[src/rtl/key_token_ctrl.sv]
// Keypad debouncer and token queue: confirms decoder strobes, emits one token per press into a 4-deep FIFO.
// Optional macro KEY_AUTOREPEAT_EN re-pushes the held key every REPEAT_DLY cycles.
module key_token_ctrl #(
  parameter int unsigned DEBOUNCE_N = 2,
  parameter int unsigned RELEASE_TO = 450000,
  parameter int unsigned REPEAT_DLY = 50000000
) (
  input  logic       clk,
  input  logic       rst,
  input  logic [3:0] key_code,
  input  logic       key_strobe,
  output logic [3:0] tok_data,
  output logic       tok_valid,
  input  logic       tok_ready,
  output logic       key_held,
  output logic       tok_ovf,
  output logic [1:0] dbg_state
);

  typedef enum logic [1:0] {
    IDLE    = 2'd0,
    CONFIRM = 2'd1,
    HELD    = 2'd2
  } state_e;

  localparam logic [3:0]  DEB = 4'(DEBOUNCE_N);
  localparam logic [19:0] REL = 20'(RELEASE_TO);

  state_e      state_q, state_d;
  logic [3:0]  cand_q, cand_d;
  logic [3:0]  cnt_q, cnt_d;
  logic [19:0] timer_q, timer_d;
  logic        held_q;
  logic        match;
  logic [19:0] timer_inc;
  logic [3:0]  cnt_inc;
  logic        push;
  logic [3:0]  push_val;

`ifdef KEY_AUTOREPEAT_EN
  localparam logic [26:0] REP = 27'(REPEAT_DLY);
  logic [26:0] rep_q, rep_d;
  logic [26:0] rep_inc;
  assign rep_inc = rep_q + 27'd1;
`else
  // REPEAT_DLY has no effect in this build; no repeat counter exists.
  if (REPEAT_DLY == 0) begin : g_no_repeat
  end
`endif

  assign match     = key_strobe && (key_code == cand_q);
  assign timer_inc = timer_q + 20'd1;
  assign cnt_inc   = cnt_q + 4'd1;

  always_comb begin
    state_d  = state_q;
    cand_d   = cand_q;
    cnt_d    = cnt_q;
    timer_d  = timer_q;
    push     = 1'b0;
    push_val = cand_q;
`ifdef KEY_AUTOREPEAT_EN
    rep_d    = 27'd0;
`endif
    case (state_q)
      IDLE: begin
        if (key_strobe) begin
          cand_d   = key_code;
          cnt_d    = 4'd1;
          timer_d  = 20'd0;
          push_val = key_code;
          if (DEB == 4'd1) begin
            state_d = HELD;
            push    = 1'b1;
          end else begin
            state_d = CONFIRM;
          end
        end
      end
      CONFIRM: begin
        if (match) begin
          cnt_d   = cnt_inc;
          timer_d = 20'd0;
          if (cnt_inc == DEB) begin
            state_d = HELD;
            push    = 1'b1;
          end
        end else if (key_strobe) begin
          cand_d  = key_code;
          cnt_d   = 4'd1;
          timer_d = 20'd0;
        end else if (timer_inc == REL) begin
          state_d = IDLE;
          cnt_d   = 4'd0;
          timer_d = 20'd0;
        end else begin
          timer_d = timer_inc;
        end
      end
      HELD: begin
        // A matching strobe beats expiry; foreign codes never refresh the timer.
        if (match) begin
          timer_d = 20'd0;
        end else if (timer_inc == REL) begin
          state_d = IDLE;
          cnt_d   = 4'd0;
          timer_d = 20'd0;
        end else begin
          timer_d = timer_inc;
        end
`ifdef KEY_AUTOREPEAT_EN
        if (state_d == HELD) begin
          if (rep_inc == REP) begin
            push  = 1'b1;
            rep_d = 27'd0;
          end else begin
            rep_d = rep_inc;
          end
        end
`endif
      end
      default: state_d = IDLE;
    endcase
  end

  always_ff @(posedge clk) begin
    if (rst) begin
      state_q <= IDLE;
      cand_q  <= 4'd0;
      cnt_q   <= 4'd0;
      timer_q <= 20'd0;
      held_q  <= 1'b0;
`ifdef KEY_AUTOREPEAT_EN
      rep_q   <= 27'd0;
`endif
    end else begin
      state_q <= state_d;
      cand_q  <= cand_d;
      cnt_q   <= cnt_d;
      timer_q <= timer_d;
      held_q  <= (state_d == HELD);
`ifdef KEY_AUTOREPEAT_EN
      rep_q   <= rep_d;
`endif
    end
  end

  // Token FIFO: 4 entries, pointers wrap mod 4, occupancy 0..4.
  logic [3:0] mem_q [4];
  logic [1:0] wr_q, rd_q;
  logic [2:0] occ_q;
  logic       ovf_q;
  logic       pop, full, do_push;

  assign pop     = (occ_q != 3'd0) && tok_ready;
  assign full    = (occ_q == 3'd4);
  assign do_push = push && (!full || pop);

  always_ff @(posedge clk) begin
    if (rst) begin
      for (int i = 0; i < 4; i++) mem_q[i] <= 4'd0;
      wr_q  <= 2'd0;
      rd_q  <= 2'd0;
      occ_q <= 3'd0;
      ovf_q <= 1'b0;
    end else begin
      if (pop) rd_q <= rd_q + 2'd1;
      if (do_push) begin
        mem_q[wr_q] <= push_val;
        wr_q        <= wr_q + 2'd1;
      end
      case ({do_push, pop})
        2'b10:   occ_q <= occ_q + 3'd1;
        2'b01:   occ_q <= occ_q - 3'd1;
        default: occ_q <= occ_q;
      endcase
      ovf_q <= push && full && !pop;
    end
  end

  assign tok_data  = mem_q[rd_q];
  assign tok_valid = (occ_q != 3'd0);
  assign key_held  = held_q;
  assign tok_ovf   = ovf_q;
  assign dbg_state = state_q;

endmodule

[config.mk]
export PLATFORM = sky130hd
export DESIGN_NAME = key_token_ctrl
export DESIGN_NICKNAME = d
export VERILOG_FILES = /design/src/rtl/key_token_ctrl.sv
export SDC_FILE = /design/constraint.sdc
export NUM_CORES = 1
export LEC_CHECK = 0
export CAP_MARGIN = 40
export CORE_MARGIN = 2
export CORE_UTILIZATION = 25
export CTS_CLUSTER_DIAMETER = 80
export DETAILED_ROUTE_END_ITERATION = 8
export SYNTH_ARGS = -nofsm -noshare
export SYNTH_HDL_FRONTEND = slang
export SYNTH_SLANG_ARGS = --single-unit
[constraint.sdc]
create_clock -name clk -period 3.8 [get_ports clk]
set_clock_uncertainty 0.1 [all_clocks]
set_input_delay 0.76 -clock clk [delete_from_list [all_inputs] [get_ports clk]]
set_output_delay 0.76 -clock clk [all_outputs]
set_load 0.1 [all_outputs]
==> results.yml, run 1 <==
clocking:
  cts_setup_buffers: 0
  clk_latency_ns: 0.32
  clkSlewWorstSetupHoldPaths_ns: 0.06
  holdBufCountCts: 0
  cts.sinks: 57
  postCtsResizedCells: 0
  cts_tree: "built"
  cts_buffers: 9
  cts_max_level: 3
  clk_path_buf_depth: 2
  cts-root-buf: "clkbuf_16"
routing:
  routed_wl_mm: 7.153
  firstDrtPassIters: 5
  num_vias: 2679
  vias_per_cell: 4.767
  wl_per_cell_um: 12.73
  drc: 0
  drtIter0Drc: 212
  ant_nets: 0
layout:
  area_delta_synth_final_pct: 24.77
  nFillCells: 1292
  finalNetCount: 402
  antennaDiodeCount: 0
  final_common_cell: "nor2_1"
  mostFrequentLayoutCells: "nor2_1 (48), dfxtp_1 (41), nand2_1 (28)"
  layout.cells.non_filler: 562
  drive_gt1_share_pct: 12.05
critical_path:
  reg2reg_slack_ns: 0.56
  crit_type: "reg2reg"
  arrival_ns: 3.34
  reg2reg_from: "timer_q[4]"
  crit_slowest_cell: "or3_4"
  crit_required_ns: 3.90
  worst_setup_path_start_kind: "flip-flop"
  timing.rr.end: "timer_q[14]"
  path_cells: "nand3_1 > or3_4 > or3_4 > a211oi_2 > a31oi_1 > nor2b_4 > buf_4 > and3_1 > a221o_1"
  critPathMaxFanout: 26
  worst_path_most_repeated_cell: "or3_4"
  reg2regPathDepth: 9
  end_kind: "flip-flop"
  critical_path.max_stage_delay_ns: 0.46
timing:
  period_needed_ns: 3.240
  setup_tns_ns: 0
  grt_setup_unrepaired: "no"
  hold_slack_ns: 0.3893
  finalMaxSlewViolations: 0
  relSlewSlack_pct: 57.47
  min_period_over_period_pct: 85.25
  worst_slack_ns: 0.5605
  setup_viol: 0
  fmax_mhz: 308.7
  final-hold-violation-count: 0
  worst_pin_slew_ns: 0.6379
floorplan:
  start_util_pct: 25.66
  num_rows: 41
  io_pins: 17
  core_um2: 12620
  die_h_um: 117.8
  dieWidth_um: 117.8
  dieArea_um2: 13880
grt:
  overflow: 0
  first_global_vias: 2527
  grt_pass1_wl_mm: 12.38
  antenna_found_initial: 0
  grtUsageTotal_pct: 10.82
  grt_max_degree: 33
place:
  hpwl_mm: 5.165
  dp_slack_ns: 0.2779
  gp_congestion: 0.8587
  io_buffers: 16
  placed_cells: 546
min_path:
  min_path_type: "reg2reg"
  min_to: "timer_q[18]"
  hold_path.startpoint: "timer_q[18]"
  worstHoldPathCells: 1
logic_synthesis:
  postSynthAreaPerCell_um2: 8.896
  yosysWarnings: 0
  netlist_area_um2: 3238
  synth_cell_types: 58
  ys_ff_latch: 57
  synth_fp_nets: 381
  ys_seq_area_share_pct: 40.19
  syn_inst: 364
  synth_edf_count: 16
  synth-main-ff-cell: "dfxtp_1"
  synth-async-reset-ratio_pct: 0
power_and_ir_drop:
  total_power_mw: 1.772
  vdd_drop_max_v: 0.0001891
  p_leak_nw: 1.433
  powerDensity_nw_per_um2: 438.5
flow_run:
  maxCapViolations: 0
run_status:
  run_status: "finished, final reports clean"
==> report_power, final <==
group	internal [mW]	leakage [nW]	total (mW)	switching [mW]
combinational	0.0882	0.780	0.236	0.148
clock	0.579	0.156	0.877	0.298
sequential	0.641	0.497	0.659	0.0182
total	1.31	1.43	1.77	0.464
==> worst max-delay path by stage <==
stage                 startpoint  slack [ns]  depth (start not counted)          end
floorplan           dbg_state[1]        0.63                         11   timer_q[7]
global placement     key_code[2]        0.37                          8  mem_q[0][1]
detailed placement   key_code[2]        0.28                          8  mem_q[0][3]
CTS                   timer_q[4]        0.57                          9  timer_q[14]
global route          timer_q[4]        0.32                          9  timer_q[14]
finish                timer_q[4]        0.56                          9  timer_q[14]
==> routing by layer <==
layer / global-route usage, % / share of wire, % / wire length (µm) / up-vias
li1: - / - / - / 1376
met1: 14.67 / 49 / 3533 / 1254
met2: 16.90 / 46 / 3311 / 42
met3: 2.519 / 3.0 / 218 / 7
met4: 3.690 / 1.3 / 91 / 0
met5: 0 / 0 / 0 / -
==> layout make-up <==
cell class              count  area, µm²  area share, %
clock buffers               9      225.2          5.574
repair buffers             29      342.8          8.486
inverters                  11      41.29          1.022
clock inverters             7      102.6          2.539
well taps                 172      215.2          5.327
flip-flops and latches     57       1301          32.21
multi-input cells         277       1812          44.84
==> cells by family after synthesis <==
| group | after synthesis | share of synthesized area, % |
|---|---|---|
| buffers and inverters | 30 | 3.864 |
| DFF | 57 | 40.19 |
| xor gates and xnor gates | 16 | 4.328 |
| and+or+nand+nor | 157 | 25.27 |
| adders and majority gates | 9 | 3.710 |
| muxes | 13 | 5.564 |
| AOI/OAI and AO/OA | 82 | 17.08 |
==> cell usage after synthesis (3+ instances only) <==
cell	n	area, µm²
nor2_1	48	180.2
dfxtp_1	41	820.8
nand2_1	28	105.1
a21oi_1	19	95.09
edfxtp_1	16	480.5
a31oi_1	15	93.84
nand3_1	15	75.07
clkbuf_1	13	48.80
o21ai_0	13	65.06
and3_1	11	68.82
inv_1	11	41.29
mux2i_1	9	90.09
nor3_1	9	45.04
ha_1	8	100.1
xnor2_1	8	70.07
xor2_1	8	70.07
nand2b_1	7	43.79
a211oi_1	6	45.04
nor4_1	6	37.54
and2_1	4	25.02
buf_2	4	20.02
mux4_2	4	90.09
nand4_1	4	25.02
nor2b_1	4	25.02
or3_1	4	25.02
and4_1	3	26.28
o22ai_1	3	18.77
o31a_1	3	26.28
==> critical path, delay by kind of cell, from the launching register on <==
kind                   cells  cell delay, ns
DFF                        1            0.45
and+or+nand+nor            5            1.58
AOI/OAI and AO/OA          3            0.77
buffers and inverters      1            0.22
==> through the flow <==
| stage | area [µm²] | util [%] |
|---|---|---|
| 3_5_place_dp | 3712 | 29.42 |
| 6_report | 4040 | 32.01 |
| 4_1_cts | 4040 | 32.01 |
| 2_1_floorplan | 3238 | - |
| 3_3_place_gp | 3570 | 28.29 |
| 5_1_grt | 4040 | 32.01 |
==> registers in the layout, indices dropped and copies added (netlist names), named ones only <==
name and count:
cnt_q 4, timer_q 20, tok_ovf 1, key_held 1, cand_q 4, wr_q 2, mem_q 16, occ_q 3
rd_q 2, dbg_state 2
(Power assumes the default switching activity.)
==> run 2: changes to the inputs <==
CORE_UTILIZATION = 54   (was 25)
PLACE_DENSITY = 0.85   (was default)
clock period = 2.9 ns   (was 3.8 ns; I/O delays follow)
==> results.yml, run 2 (synthesis gave the netlist of run 1 again) <==
clocking:
  clk_latency_ns: 0.34
  clk_path_buf_depth: 2
  cts_setup_buffers: 0
  cts_max_level: 3
  cts.sinks: 57
  cts_tree: "built"
  clkSlewWorstSetupHoldPaths_ns: 0.07
  cts_buffers: 9
  cts-root-buf: "clkbuf_8"
  holdBufCountCts: 0
layout:
  layout.cells.non_filler: 483
  nFillCells: 425
  largest_reg_flops: 20
  fin_area_um2: 3925
  mostFrequentLayoutCells: "nor2_1 (48), buf_4 (38), dfxtp_1 (37)"
  drive_gt1_share_pct: 20.59
  top_regs: "timer_q x20, mem_q x16"
  top_register: "timer_q"
  area_delta_synth_final_pct: 21.21
  final_common_cell: "nor2_1"
  antennaDiodeCount: 0
  finalNetCount: 420
routing:
  drtIter0Drc: 183
  routed_wl_mm: 7.498
  num_vias: 2940
  vias_per_cell: 6.087
  firstDrtPassIters: 5
  ant_nets: 0
  drc: 0
  wl_per_cell_um: 15.52
place:
  dp_slack_ns: -0.2727
  place_area_um2: 3626
  hpwl_mm: 5.098
  placed_cells: 466
  gp_congestion: 0.8675
  io_buffers: 16
critical_path:
  arrival_ns: 2.94
  end_kind: "flip-flop"
  critical_path.max_stage_delay_ns: 0.49
  critPathMaxFanout: 4
  reg2reg_from: "timer_q[1]"
  timing.rr.end: "timer_q[14]"
  worst_setup_path_start_kind: "input port"
  path_cells: "clkdlybuf4s50_1 > xor2_1 > nor3_2 > and3_1 > nand4_1 > or2_2 > or3_4 > buf_4 > nor2_1"
  crit_required_ns: 2.98
  crit_slowest_cell: "clkdlybuf4s50_1"
  crit_type: "in2reg"
  reg2reg_slack_ns: 0.12
  reg2regPathDepth: 8
floorplan:
  io_pins: 17
  start_util_pct: 55.35
  core_um2: 5851
  die_h_um: 81.44
  num_rows: 28
  dieWidth_um: 81.44
  dieArea_um2: 6632
timing:
  worst_slack_ns: 0.03877
  relSlewSlack_pct: 60.31
  setup_viol: 0
  period_needed_ns: 2.861
  setup_tns_ns: 0
  fmax_mhz: 349.5
  worst_pin_slew_ns: 0.5953
  finalMaxSlewViolations: 0
  final-hold-violation-count: 0
  grt_setup_unrepaired: "yes"
  min_period_over_period_pct: 98.66
min_path:
  worstHoldPathCells: 1
  min_path_type: "reg2reg"
  hold_path.startpoint: "timer_q[15]"
  min_to: "timer_q[15]"
flow_run:
  maxCapViolations: 0
grt:
  grt_max_degree: 32
  antenna_found_initial: 0
  overflow: 0
  grt_pass1_wl_mm: 11.79
  grtUsageTotal_pct: 23.19
  first_global_vias: 2610
power_and_ir_drop:
  p_leak_nw: 1.474
  clock_power_share_pct: 42.2
  internal_power_mw: 1.436
  power_switching_mw: 0.5753
  p_comb_share_pct: 14.9
  total_power_mw: 2.011
  seqPwrFrac_pct: 42.9
  swShare_pct: 28.60
  vdd_drop_max_v: 0.0004478
  powerDensity_nw_per_um2: 512.4
run_status:
  run_status: "finished, final reports clean"
==> run 2: stage by stage <==
| stage | hold WS (ns) | utilization [%] |
|---|---|---|
| CTS | 0.3877 | 65.85 |
| floorplan | 0.3425 | - |
| detailed placement | 0.3713 | 61.98 |
| finish | 0.3861 | 67.09 |
| global route | 0.4178 | 67.09 |
| global placement | 0.3627 | 61.98 |
==> run 2: timing repair <==
| item | CTS | global route |
|---|---|---|
| hold endpoints to repair | 0 | 0 |
| setup endpoints to repair | 0 | 24 |
| gates resized for setup | 0 | 11 |
==> run 2: worst max-delay path by stage <==
| stage | start | end | cells past startpoint |
|---|---|---|---|
| finish | key_code[2] | mem_q[0][2] | 9 |
| global placement | key_code[2] | mem_q[1][2] | 7 |
| detailed placement | key_code[2] | mem_q[0][2] | 8 |
| floorplan | dbg_state[0] | timer_q[7] | 11 |
| CTS | key_code[2] | mem_q[0][2] | 8 |
| global route | key_code[2] | mem_q[0][2] | 9 |
==> run 2: layout make-up <==
class                      count  area [µm²]  area share [%]
multi-input combinational    278        1882           47.94
tap                           75       93.84           2.391
clock buffer                   9       123.9           3.156
sequential                    57        1306           33.28
inverter                      11       41.29           1.052
timing repair buffer          46       375.4           9.563
clock inverter                 7       102.6           2.614
==> run 2: worst max-delay path: cells and delay by family <==
family	cells	cell delay, ns
xor+xnor	1	0.20
buf+inv	2	0.65
simple gates	6	1.52
==> run 2: layer usage <==
| layer | up-vias | global-route usage, % | routed length (µm) |
|---|---|---|---|
| met1 | 1422 | 29.92 | 3312 |
| met4 | 0 | 11.19 | 148 |
| met2 | 85 | 37.87 | 3708 |
| li1 | 1419 | - | - |
| met5 | - | 0 | 0 |
| met3 | 14 | 3.736 | 328 |
==> run 2: power by group through the flow <==
stage          combinational (mW)  clock, mW  sequential [mW]
4_1_cts                     0.292      0.853            0.863
3_3_place_gp                0.287          0            0.878
2_1_floorplan               0.192          0            0.893
3_5_place_dp                0.289          0            0.881
6_report                    0.300      0.848            0.863
5_1_grt                     0.318      0.885            0.866
